--- src/rtl/hbram_arbiter_if.sv ---
// hbram_arbiter_if: requester-side and HyperRAM-controller-side signals of hbram_arbiter.
interface hbram_arbiter_if #(
    parameter int NUM_REQ    = 4,
    parameter int ADDR_WIDTH = 24
);
    logic                          hbc_cal_pass;
    logic [NUM_REQ-1:0]            req;
    logic [NUM_REQ-1:0]            req_rdwr;
    logic [NUM_REQ*ADDR_WIDTH-1:0] req_addr;
    logic                          ram_idle;
    logic [NUM_REQ-1:0]            gnt;
    logic [NUM_REQ-1:0]            done;
    logic                          err;
    logic                          ram_en;
    logic [31:0]                   ram_addr;
    logic                          ram_rdwr;
    logic                          busy;
    modport master (
        input  hbc_cal_pass, req, req_rdwr, req_addr, ram_idle,
        output gnt, done, err, ram_en, ram_addr, ram_rdwr, busy
    );
    modport slave (
        output hbc_cal_pass, req, req_rdwr, req_addr, ram_idle,
        input  gnt, done, err, ram_en, ram_addr, ram_rdwr, busy
    );
endinterface

--- src/rtl/hbram_arbiter.sv ---
// hbram_arbiter: round-robin sharing of one HyperRAM command port between NUM_REQ requesters.
// Define HBRAM_ARB_TIMEOUT_EN to abort a command whose ram_idle does not fall within TIMEOUT_CYCLES.
module hbram_arbiter #(
    parameter int NUM_REQ        = 4,
    parameter int ADDR_WIDTH     = 24,
    parameter int TIMEOUT_CYCLES = 1024
) (
    input logic             clock,
    input logic             reset,
    hbram_arbiter_if.master bus
);
    localparam int IW = $clog2(NUM_REQ);
    localparam logic [2:0] INIT = 3'd0, ARB = 3'd1, ISSUE = 3'd2, BUSY = 3'd3, WAIT = 3'd4, DONE = 3'd5;
    logic [2:0]            state;
    logic [IW-1:0]         ptr, owner, sel, next_ptr;
    logic [NUM_REQ-1:0]    owner_hot;
    logic [ADDR_WIDTH-1:0] addr_l;
    logic                  rdwr_l;
    logic                  timeout;
    // Walk downwards so the last hit is the first set request at or after ptr.
    always_comb begin
        sel = '0;
        for (int k = NUM_REQ - 1; k >= 0; k--)
            if (bus.req[(int'(ptr) + k) % NUM_REQ]) sel = IW'((int'(ptr) + k) % NUM_REQ);
    end
    assign owner_hot = NUM_REQ'(1) << owner;
    assign next_ptr  = (owner == IW'(NUM_REQ - 1)) ? '0 : owner + 1'b1;
`ifdef HBRAM_ARB_TIMEOUT_EN
    localparam int CW = $clog2(TIMEOUT_CYCLES + 1);
    logic [CW-1:0] cnt;
    assign timeout = (cnt == CW'(TIMEOUT_CYCLES - 1));
    always_ff @(posedge clock or posedge reset) begin
        if (reset) begin
            cnt     <= '0;
            bus.err <= 1'b0;
        end else begin
            cnt     <= (state == BUSY) ? cnt + 1'b1 : '0;
            bus.err <= (state == BUSY) && bus.ram_idle && timeout;
        end
    end
`else
    assign timeout = 1'b0;
    assign bus.err = 1'b0;
`endif
    always_ff @(posedge clock or posedge reset) begin
        if (reset) begin
            state        <= INIT;
            ptr          <= '0;
            owner        <= '0;
            addr_l       <= '0;
            rdwr_l       <= 1'b0;
            bus.gnt      <= '0;
            bus.done     <= '0;
            bus.ram_en   <= 1'b0;
            bus.ram_addr <= 32'h8000_0000;
            bus.ram_rdwr <= 1'b0;
            bus.busy     <= 1'b0;
        end else begin
            bus.ram_en <= 1'b0;
            bus.done   <= '0;
            case (state)
                INIT: state <= bus.hbc_cal_pass ? ARB : INIT;
                ARB: begin
                    bus.gnt  <= '0;
                    bus.busy <= 1'b0;
                    if (!bus.hbc_cal_pass) state <= INIT;
                    else if (|bus.req && bus.ram_idle) begin
                        owner  <= sel;
                        addr_l <= bus.req_addr[int'(sel)*ADDR_WIDTH +: ADDR_WIDTH];
                        rdwr_l <= bus.req_rdwr[sel];
                        state  <= ISSUE;
                    end
                end
                ISSUE: begin
                    bus.ram_en   <= 1'b1;
                    bus.ram_addr <= {1'b1, 31'(addr_l)};
                    bus.ram_rdwr <= rdwr_l;
                    bus.gnt      <= owner_hot;
                    bus.busy     <= 1'b1;
                    state        <= BUSY;
                end
                BUSY:
                    if (!bus.ram_idle) state <= WAIT;
                    else if (timeout) begin
                        bus.done <= owner_hot;
                        ptr      <= next_ptr;
                        state    <= ARB;
                    end
                WAIT: if (bus.ram_idle) state <= DONE;
                DONE: begin
                    bus.done <= owner_hot;
                    ptr      <= next_ptr;
                    state    <= ARB;
                end
                default: state <= INIT;
            endcase
        end
    end
endmodule

--- src/flat_wrapper.sv ---
// flat-port wrapper written by rule: the top's interface ports become plain ports
module hbram_arbiter_flat 
#(
    parameter int NUM_REQ        = 4,
    parameter int ADDR_WIDTH     = 24,
    parameter int TIMEOUT_CYCLES = 1024
)
  (clock, reset, bus_hbc_cal_pass, bus_req, bus_req_rdwr, bus_req_addr, bus_ram_idle, bus_gnt, bus_done, bus_err, bus_ram_en, bus_ram_addr, bus_ram_rdwr, bus_busy);
  hbram_arbiter_if #(.NUM_REQ(NUM_REQ), .ADDR_WIDTH(ADDR_WIDTH)) bus_i ();
  input logic clock;
  input logic reset;
  input wire logic [$bits(bus_i.hbc_cal_pass)-1:0] bus_hbc_cal_pass;
  input wire logic [$bits(bus_i.req)-1:0] bus_req;
  input wire logic [$bits(bus_i.req_rdwr)-1:0] bus_req_rdwr;
  input wire logic [$bits(bus_i.req_addr)-1:0] bus_req_addr;
  input wire logic [$bits(bus_i.ram_idle)-1:0] bus_ram_idle;
  output wire logic [$bits(bus_i.gnt)-1:0] bus_gnt;
  output wire logic [$bits(bus_i.done)-1:0] bus_done;
  output wire logic [$bits(bus_i.err)-1:0] bus_err;
  output wire logic [$bits(bus_i.ram_en)-1:0] bus_ram_en;
  output wire logic [$bits(bus_i.ram_addr)-1:0] bus_ram_addr;
  output wire logic [$bits(bus_i.ram_rdwr)-1:0] bus_ram_rdwr;
  output wire logic [$bits(bus_i.busy)-1:0] bus_busy;
  assign bus_i.hbc_cal_pass = bus_hbc_cal_pass;
  assign bus_i.req = bus_req;
  assign bus_i.req_rdwr = bus_req_rdwr;
  assign bus_i.req_addr = bus_req_addr;
  assign bus_i.ram_idle = bus_ram_idle;
  assign bus_gnt = bus_i.gnt;
  assign bus_done = bus_i.done;
  assign bus_err = bus_i.err;
  assign bus_ram_en = bus_i.ram_en;
  assign bus_ram_addr = bus_i.ram_addr;
  assign bus_ram_rdwr = bus_i.ram_rdwr;
  assign bus_busy = bus_i.busy;
  hbram_arbiter #(.NUM_REQ(NUM_REQ), .ADDR_WIDTH(ADDR_WIDTH), .TIMEOUT_CYCLES(TIMEOUT_CYCLES)) u_core (.clock(clock), .reset(reset), .bus(bus_i));
endmodule
--- config.mk ---
export PLATFORM = sky130hd
export DESIGN_NAME = hbram_arbiter_flat
export DESIGN_NICKNAME = d
export VERILOG_FILES = /design/src/rtl/hbram_arbiter_if.sv /design/src/rtl/hbram_arbiter.sv /design/src/flat_wrapper.sv
export SDC_FILE = /design/constraint.sdc
export NUM_CORES = 1
export LEC_CHECK = 0
export CAP_MARGIN = 20
export CORE_MARGIN = 2
export CORE_UTILIZATION = 46
export DETAILED_ROUTE_END_ITERATION = 16
export MAX_ROUTING_LAYER = met4
export PLACE_DENSITY = 0.95
export REMOVE_ABC_BUFFERS = 1
export SYNTH_ARGS = -nofsm -noshare
export SYNTH_HDL_FRONTEND = slang
export SYNTH_SLANG_ARGS = --single-unit
--- constraint.sdc ---
create_clock -name clock -period 4.8 [get_ports clock]
set_clock_uncertainty 0.05 [all_clocks]
set_input_delay 0.96 -clock clock [delete_from_list [all_inputs] [get_ports clock]]
set_output_delay 0.96 -clock clock [all_outputs]
set_load 0.005 [all_outputs]
==> out/qor.csv, run 1 <==
stage,metric,value,unit
placement,count of input and output buffers,142,
run,# Max-Cap Violations,0,
drt,average routed wire per standard cell,16.4,um
synthesis,Avg Inst Size Synth,10.3,sq um
power,proportion of total power due to net switching,35.3,%
drt,ratio of routed vias to standard cells,5.48,
sta,setup tns final,0,ns
synthesis,number of warnings reported in the yosys synthesis log,0,
global_route,global routing usage on met2,39.3,%
placement,dpl ws,1.11,ns
power,worst ir drop on vdd,0.276,mV
cells_and_area,number of antenna cells inserted,0,
cells_and_area,final cell count without fillers,581,
placement,final HPWL from detailed placement,6.88,mm
global_route,met3 Resource Use GR,4.68,%
sta,"Hold Vio Cnt, Final",0,
synthesis,Syn Std Cell Area,3540,sq um
clock_network,clock buffer depth,2,
floorplanning,x dimension of the die,91.7,um
synthesis,number of synthesized register bits,67,
power,internal power,1.70,mW
clock_network,hold-fix buffer count after cts,0,
run_status,result of the run,"complete, no violations",
synthesis,Gate Count Post-Synth,344,
clock_network,Resized cells post-CTS,0,
synthesis,number of distinct library cell variants in the gate-level netlist after synthesis,37,
global_route,number of global-route vias before repair,3200,
critical_path,required time of the critical path,4.95,ns
cells_and_area,Post-layout nets,589,
power,ratio of total power to cell area,510,nW/um^2
sta,Fmax achieved,0.297,GHz
placement,cell area after placement,4940,sq um
floorplanning,num rows,31,
cells_and_area,post-layout util,69.8,%
clock_network,total setup buffers inserted after CTS,0,
clock_network,Clock Tree Root,sky130_fd_sc_hd__clkbuf_8,
drt,1st-iter DRT viols,163,
global_route,busiest layer in global routing,met2,
clock_network,level count of the clock H-tree,3,
cells_and_area,area taken by multi-input logic gates,1650,sq um
cells_and_area,fillers,566,
cells_and_area,"commonest non-fill, non-tap cell in the layout",sky130_fd_sc_hd__clkdlybuf4s50_1,
sta,Hold Slack,0.459,ns
sta,Final Critical Period,3.36,ns
cells_and_area,area used by sequential logic in the layout,1680,sq um
global_route,Global Route Usage Sum,23.9,%
sta,actual slew at the worst max-slew pin,0.911,ns
cells_and_area,most used cells in the layout excluding fill and tap cells,"sky130_fd_sc_hd__clkdlybuf4s50_1 (142), sky130_fd_sc_hd__dfrtp_1 (67), sky130_fd_sc_hd__nand2_1 (51), sky130_fd_sc_hd__nor2_1 (31), sky130_fd_sc_hd__a211oi_1 (30)",
power,sequential share of power,38.4,%
global_route,pin count of the biggest net entering global routing,47,
sta,total setup violations reported at the end of the flow,0,
clock_network,clock-pin slew of the registers on the worst-case setup and hold paths,0.08,ns
clock_network,clock latency on the worst-skew pair,0.34,ns
critical_path,category of the most critical setup path,input port to register,
sta,total count of max-transition violations in the final report,0,
clock_network,number of sinks handled by clock tree synthesis,67,
sta,period utilization,70.0,%
global_route,met1 capacity usage during global routing,30.1,%
drt,post-detailed-route count of antenna-violating nets,0,
global_route,first-pass GRT wire length,15.5,mm
global_route,initial antenna violation count,0,
power,clock share of power,17.8,%
placement,final RePlAce weighted congestion,0.838,
sta,final critical-path setup slack,1.44,ns
cells_and_area,area overhead of the layout relative to synthesis,45.2,%
drt,total wire length after detailed routing,9.50,mm
drt,detailed-route via count,3186,
floorplanning,starting density of the core,48.0,%
min_path,path type of the worst min-delay path,register to register,
critical_path,Critical Path Sink Type,register,
cells_and_area,post-route cell area,5140,sq um
clock_network,CTS tree,yes,
synthesis,sequential cell area fraction in the yosys report,47.4,%
power,combinational group share of total power,43.8,%
clock_network,number of buffers inserted during clock tree synthesis,9,
critical_path,maximum net fanout on the critical path,26,
floorplanning,DIE AREA,8410,sq um
sta,worst slew margin relative to its limit,39.2,%
global_route,total congestion overflow after global routing,0,
drt,number of optimization iterations in the first detailed-route pass,4,
floorplanning,floorplan core area,7370,sq um
power,Net Sw Power,0.927,mW
floorplanning,number of I/O pins,152,
floorplanning,chip height,91.7,um
drt,remaining design rule violation count,0,
cells_and_area,layout cells sized above 1,12.4,%
power,Lkg Pwr,2.04,nW
critical_path,Setup crit start kind,input port,
power,final total power,2.62,mW
sta,unrepaired setup endpoints after global routing,no,
placement,total placed cells including tap cells,565,
critical_path,CP Data Arrival Time,3.51,ns
registers in the layout, indices dropped and copies added, names as in the netlist:
register / flops
u_core.bus.busy: 1
u_core.bus.ram_rdwr: 1
u_core.ptr: 2
u_core.rdwr_l: 1
u_core.owner: 2
u_core.bus.ram_en: 1
u_core.bus.gnt: 4
u_core.addr_l: 24
u_core.bus.ram_addr: 24
u_core.bus.done: 4
u_core.state: 3
final timing paths:
check	end	slack, ns	cells after the start	startpoint
max	u_core.addr_l[0]$_DFFE_PP0P_	1.44	6	bus_ram_idle
min	u_core.bus.ram_addr[8]$_DFFE_PP0N_	0.46	1	u_core.bus.ram_addr[8]$_DFFE_PP0N_
max reg2reg	u_core.addr_l[0]$_DFFE_PP0P_	1.99	5	u_core.state[0]$_DFFE_PP0P_
min reg2reg	u_core.bus.ram_addr[8]$_DFFE_PP0N_	0.46	1	u_core.bus.ram_addr[8]$_DFFE_PP0N_
max in group asynchronous	u_core.addr_l[13]$_DFFE_PP0P_	2.76	3	reset
min in group asynchronous	u_core.bus.ram_addr[20]$_DFFE_PP0N_	1.09	2	reset
cell usage after synthesis, drive strengths merged:
| cell type | number | area (sq um) |
|---|---|---|
| nor2 | 32 | 123 |
| a21boi | 27 | 210 |
| nor3 | 2 | 10.0 |
| o21ai | 12 | 60.1 |
| o22ai | 2 | 12.5 |
| buf | 26 | 200 |
| nor2b | 2 | 12.5 |
| mux2i | 5 | 50.1 |
| mux2 | 26 | 293 |
| a221oi | 1 | 8.76 |
| a21o | 1 | 7.51 |
| dfrtp | 67 | 1680 |
| a221o | 1 | 10.0 |
| ha | 4 | 50.1 |
| nand2b | 2 | 12.5 |
| clkbuf | 7 | 26.3 |
| a22oi | 3 | 22.5 |
| nor4 | 2 | 18.8 |
| inv | 5 | 18.8 |
| a21oi | 2 | 10.0 |
| nand3 | 2 | 15.0 |
| conb | 2 | 7.51 |
| and3 | 1 | 6.26 |
| nand2 | 53 | 204 |
| a311oi | 20 | 188 |
| and2 | 5 | 31.3 |
| a211oi | 30 | 225 |
| clkinv | 1 | 3.75 |
| a2bb2oi | 1 | 26.3 |
cell type report:
| type | count | share of cell area (%) |
|---|---|---|
| Clock buffer | 9 | 2.41 |
| Multi-Input combinational cell | 245 | 32.1 |
| Clock inverter | 7 | 1.51 |
| Sequential cell | 67 | 32.6 |
| Timing Repair Buffer | 148 | 28.5 |
| Tap cell | 99 | 2.41 |
| Inverter | 6 | 0.438 |
worst max-delay path, stage by stage:
cell,delay [ns]
sky130_fd_sc_hd__clkdlybuf4s50_1,0.56
sky130_fd_sc_hd__nand3_1,0.16
sky130_fd_sc_hd__nor4_4,0.64
sky130_fd_sc_hd__nand3_2,0.65
sky130_fd_sc_hd__a211oi_1,0.45
sky130_fd_sc_hd__a311oi_2,0.08
cells by family (layout without fill, tap and decap cells):
| logic type | after synthesis | after routing | synth area share, % |
|---|---|---|---|
| muxes | 31 | 31 | 9.69 |
| buffers and inverters | 39 | 170 | 7.03 |
| other | 2 | 9 | 0.212 |
| and+or+nand+nor | 101 | 101 | 12.2 |
| adders and majority gates | 4 | 4 | 1.41 |
| DFF | 67 | 67 | 47.4 |
| AOI/OAI and AO/OA | 100 | 100 | 22.1 |
power by group through the flow:
| stage | Sequential (mW) | Combinational, mW | Clock, mW |
|---|---|---|---|
| 5_1_grt | 1.04 | 1.26 | 0.510 |
| 3_5_place_dp | 1.02 | 1.15 | 0 |
| 2_1_floorplan | 0.982 | 0.606 | 0 |
| 4_1_cts | 1.01 | 1.16 | 0.476 |
| 3_3_place_gp | 0.999 | 1.11 | 0 |
| 6_report | 1.01 | 1.15 | 0.467 |
routing by layer:
| layer | wire (um) | share of wire, % | up-vias |
|---|---|---|---|
| met1 | 4000 | 42 | 1535 |
| met5 | 0 | 0 | - |
| li1 | - | - | 1489 |
| met4 | 159 | 1.7 | 0 |
| met3 | 574 | 6.0 | 22 |
| met2 | 4770 | 50 | 140 |
(Power assumes the default switching activity.)
==> run 2: changes to the inputs <==
--- a/config.mk
+++ b/config.mk
@@ -7,10 +7,10 @@
 export LEC_CHECK = 0
 export CAP_MARGIN = 20
 export CORE_MARGIN = 2
-export CORE_UTILIZATION = 46
+export CORE_UTILIZATION = 39
 export DETAILED_ROUTE_END_ITERATION = 16
 export MAX_ROUTING_LAYER = met4
-export PLACE_DENSITY = 0.95
+export PLACE_DENSITY = 0.89
 export REMOVE_ABC_BUFFERS = 1
 export SYNTH_ARGS = -nofsm -noshare
 export SYNTH_HDL_FRONTEND = slang
==> constraint.sdc (replaced) <==
create_clock -name clock -period 2.9 [get_ports clock]
set_clock_uncertainty 0.05 [all_clocks]
set_input_delay 0.58 -clock clock [delete_from_list [all_inputs] [get_ports clock]]
set_output_delay 0.58 -clock clock [all_outputs]
set_load 0.005 [all_outputs]
==> run 2 against run 1 <==
  * Cell area increased by 0.92%
  * Worst setup slack got worse by 0.89 ns
  * Total power increased by 63%
  * First-iteration DRC count decreased by 48%
  * Critical endpoint is now u_core.addr_l[13]$_DFFE_PP0P_
  * Final cell count increased by 2.6%
  * Die area increased by 17%
  * Sequential cell count unchanged
  * Hold slack got worse by 0.0022 ns
  * Core utilization decreased by 11 points
  * Combinational power increased by 69%
==> out/qor.csv, run 2 (synthesis results as in run 1) <==
stage,metric,value,unit,change
drt,number of optimization iterations in the first detailed-route pass,4,,unchanged
critical_path,end of the worst register-to-register path,u_core.bus.ram_addr[6]$_DFFE_PP0N_,,
placement,final HPWL from detailed placement,7.41,mm,+7.7%
critical_path,critical path startpoint,bus_req[1],,
power,worst ir drop on vdd,0.280,mV,+1.6%
floorplanning,chip height,99.3,um,+8.2%
sta,total setup violations reported at the end of the flow,0,,unchanged
cells_and_area,biggest regs,"u_core.addr_l: 24 flops, u_core.bus.ram_addr: 24 flops",,
drt,total wire length after detailed routing,9.82,mm,+3.3%
clock_network,CTS tree,yes,,
cells_and_area,"commonest non-fill, non-tap cell in the layout",sky130_fd_sc_hd__clkdlybuf4s50_1,,
sta,Final Critical Period,2.35,ns,
global_route,initial antenna violation count,0,,unchanged
drt,average routed wire per standard cell,16.5,um,+0.73%
cells_and_area,number of antenna cells inserted,0,,unchanged
clock_network,number of sinks handled by clock tree synthesis,67,,unchanged
critical_path,Critical Path Sink Type,register,,
floorplanning,number of I/O pins,152,,unchanged
power,combinational group share of total power,45.4,%,+1.6 points
drt,1st-iter DRT viols,85,,-48%
power,clock share of power,15.5,%,-2.3 points
sta,unrepaired setup endpoints after global routing,no,,
clock_network,total setup buffers inserted after CTS,0,,unchanged
global_route,total congestion overflow after global routing,0,,unchanged
power,proportion of total power due to net switching,35.6,%,+0.26 points
critical_path,CP Data Arrival Time,2.52,ns,-0.99 ns
power,Net Sw Power,1.52,mW,+64%
critical_path,maximum net fanout on the critical path,28,,+7.7%
power,ratio of total power to cell area,823,nW/um^2,+61%
sta,Fmax achieved,0.425,GHz,
drt,detailed-route via count,3186,,unchanged
clock_network,number of buffers inserted during clock tree synthesis,9,,unchanged
floorplanning,starting density of the core,40.4,%,-7.6 points
run_status,result of the run,"complete, no violations",,
clock_network,clock buffer depth,2,,unchanged
clock_network,Clock Tree Root,sky130_fd_sc_hd__clkbuf_8,,
critical_path,cells on worst reg2reg path,3,,-2
floorplanning,floorplan core area,8760,sq um,+19%
clock_network,hold-fix buffer count after cts,0,,unchanged
floorplanning,DIE AREA,9850,sq um,+17%
sta,total count of max-transition violations in the final report,0,,unchanged
global_route,first-pass GRT wire length,15.5,mm,about the same
sta,period utilization,81.2,%,
cells_and_area,area overhead of the layout relative to synthesis,46.6,%,
floorplanning,x dimension of the die,99.3,um,+8.2%
clock_network,Resized cells post-CTS,0,,unchanged
drt,ratio of routed vias to standard cells,5.35,,-2.5%
cells_and_area,most used cells in the layout excluding fill and tap cells,"sky130_fd_sc_hd__clkdlybuf4s50_1 (142), sky130_fd_sc_hd__dfrtp_1 (67), sky130_fd_sc_hd__nand2_1 (51), sky130_fd_sc_hd__nor2_1 (31), sky130_fd_sc_hd__a211oi_1 (30)",,
critical_path,Setup crit start kind,input port,,
placement,cell area after placement,5030,sq um,+1.7%
global_route,pin count of the biggest net entering global routing,38,,-19%
cells_and_area,layout cells sized above 1,12.9,%,+0.46 points
placement,count of input and output buffers,142,,unchanged
drt,remaining design rule violation count,0,,unchanged
placement,final RePlAce weighted congestion,0.803,,-4.2%
global_route,Global Route Usage Sum,20.4,%,-3.6 points
run,# Max-Cap Violations,0,,unchanged
power,final total power,4.27,mW,+63%
critical_path,reg-to-reg startpoint,u_core.state[2]$_DFFE_PP0P_,,
global_route,number of global-route vias before repair,3304,,+3.3%
critical_path,register-to-register setup slack,0.85,ns,-1.14 ns
power,internal power,2.75,mW,+62%
clock_network,clock-pin slew of the registers on the worst-case setup and hold paths,0.07,ns,about the same
sta,actual slew at the worst max-slew pin,0.816,ns,-0.0947 ns
cells_and_area,area used by sequential logic in the layout,1680,sq um,unchanged
cells_and_area,post-route cell area,5190,sq um,+0.92%
clock_network,level count of the clock H-tree,3,,unchanged
critical_path,worst setup path endpoint,u_core.addr_l[13]$_DFFE_PP0P_,,
cells_and_area,area taken by multi-input logic gates,1660,sq um,+0.30%
drt,post-detailed-route count of antenna-violating nets,0,,unchanged
floorplanning,num rows,34,,+9.7%
power,Lkg Pwr,2.07,nW,+1.8%
sta,"Hold Vio Cnt, Final",0,,unchanged
power,sequential share of power,39.1,%,+0.7 points
critical_path,category of the most critical setup path,input port to register,,
sta,worst slew margin relative to its limit,45.5,%,+6.3 points
cells_and_area,fillers,794,,+40%
cells_and_area,Post-layout nets,595,,+1.0%
min_path,path type of the worst min-delay path,register to register,,
critical_path,required time of the critical path,3.07,ns,-1.88 ns
clock_network,clock latency on the worst-skew pair,0.33,ns,about the same
-- run 2: changes by cell type in the layout (fill, tap and decap cells not counted), sizes merged --
cell      delta
buf          +6
clkinvlp     -4
clkbuf       +3
clkinv       +3
bufinv       -1
inv          -1
-- run 2: power by group through the flow --
stage	clock network (mW)	logic (mW)	registers [mW]
floorplan	0	1.00	1.62
global placement	0	1.87	1.66
detailed placement	0	1.95	1.69
CTS	0.669	1.96	1.67
global route	0.710	2.12	1.73
finish	0.662	1.94	1.67
-- run 2: routing by layer --
metal  GRT usage [%]  share of wire, %  up-vias
li1                -                 -     1495
met1            23.5                40     1540
met2            35.6                52      132
met3            3.02               5.7       19
met4            8.32               2.2        0
met5               -                 0        -
-- run 2: how the worst min path moves through the flow --
| stage | startpoint | end | depth (start not counted) |
|---|---|---|---|
| 6_report | u_core.addr_l[17]$_DFFE_PP0P_ | u_core.bus.ram_addr[17]$_DFFE_PP0N_ | 1 |
| 5_1_grt | u_core.bus.ram_addr[13]$_DFFE_PP0N_ | u_core.bus.ram_addr[13]$_DFFE_PP0N_ | 1 |
| 4_1_cts | u_core.addr_l[17]$_DFFE_PP0P_ | u_core.bus.ram_addr[17]$_DFFE_PP0N_ | 1 |
| 3_5_place_dp | u_core.addr_l[21]$_DFFE_PP0P_ | u_core.bus.ram_addr[21]$_DFFE_PP0N_ | 1 |
| 3_3_place_gp | u_core.addr_l[15]$_DFFE_PP0P_ | u_core.bus.ram_addr[15]$_DFFE_PP0N_ | 1 |
| 2_1_floorplan | u_core.addr_l[0]$_DFFE_PP0P_ | u_core.bus.ram_addr[0]$_DFFE_PP0N_ | 1 |
-- run 2: cell type report --
class	count	area share, %
sequential	67	32.3
multi-input combinational	245	31.9
timing repair buffer	154	29.6
clock buffer	12	2.60
tap	108	2.60
clock inverter	4	0.531
inverter	6	0.434
-- run 2: through the flow --
step | hold WS [ns] | TNS [ns] | setup WS (ns) | cells | util [%]
after floorplan | 0.430 | -9.54 | -0.439 | 318 | -
final | 0.457 | 0 | 0.546 | 596 | 59.2
after detailed placement | 0.445 | 0 | 0.197 | 580 | 57.4
after global routing | 0.476 | 0 | 0.415 | 596 | 59.2
after CTS | 0.460 | 0 | 0.540 | 596 | 59.2
after global placement | 0.438 | 0 | 0.307 | 580 | 57.4
-- run 2: critical path, stage by stage --
cell	delay (ns)
sky130_fd_sc_hd__clkdlybuf4s50_1	0.53
sky130_fd_sc_hd__a21boi_2	0.22
sky130_fd_sc_hd__a2bb2oi_4	0.28
sky130_fd_sc_hd__and2_2	0.20
sky130_fd_sc_hd__buf_4	0.29
sky130_fd_sc_hd__nand2_1	0.10
sky130_fd_sc_hd__a311oi_1	0.31
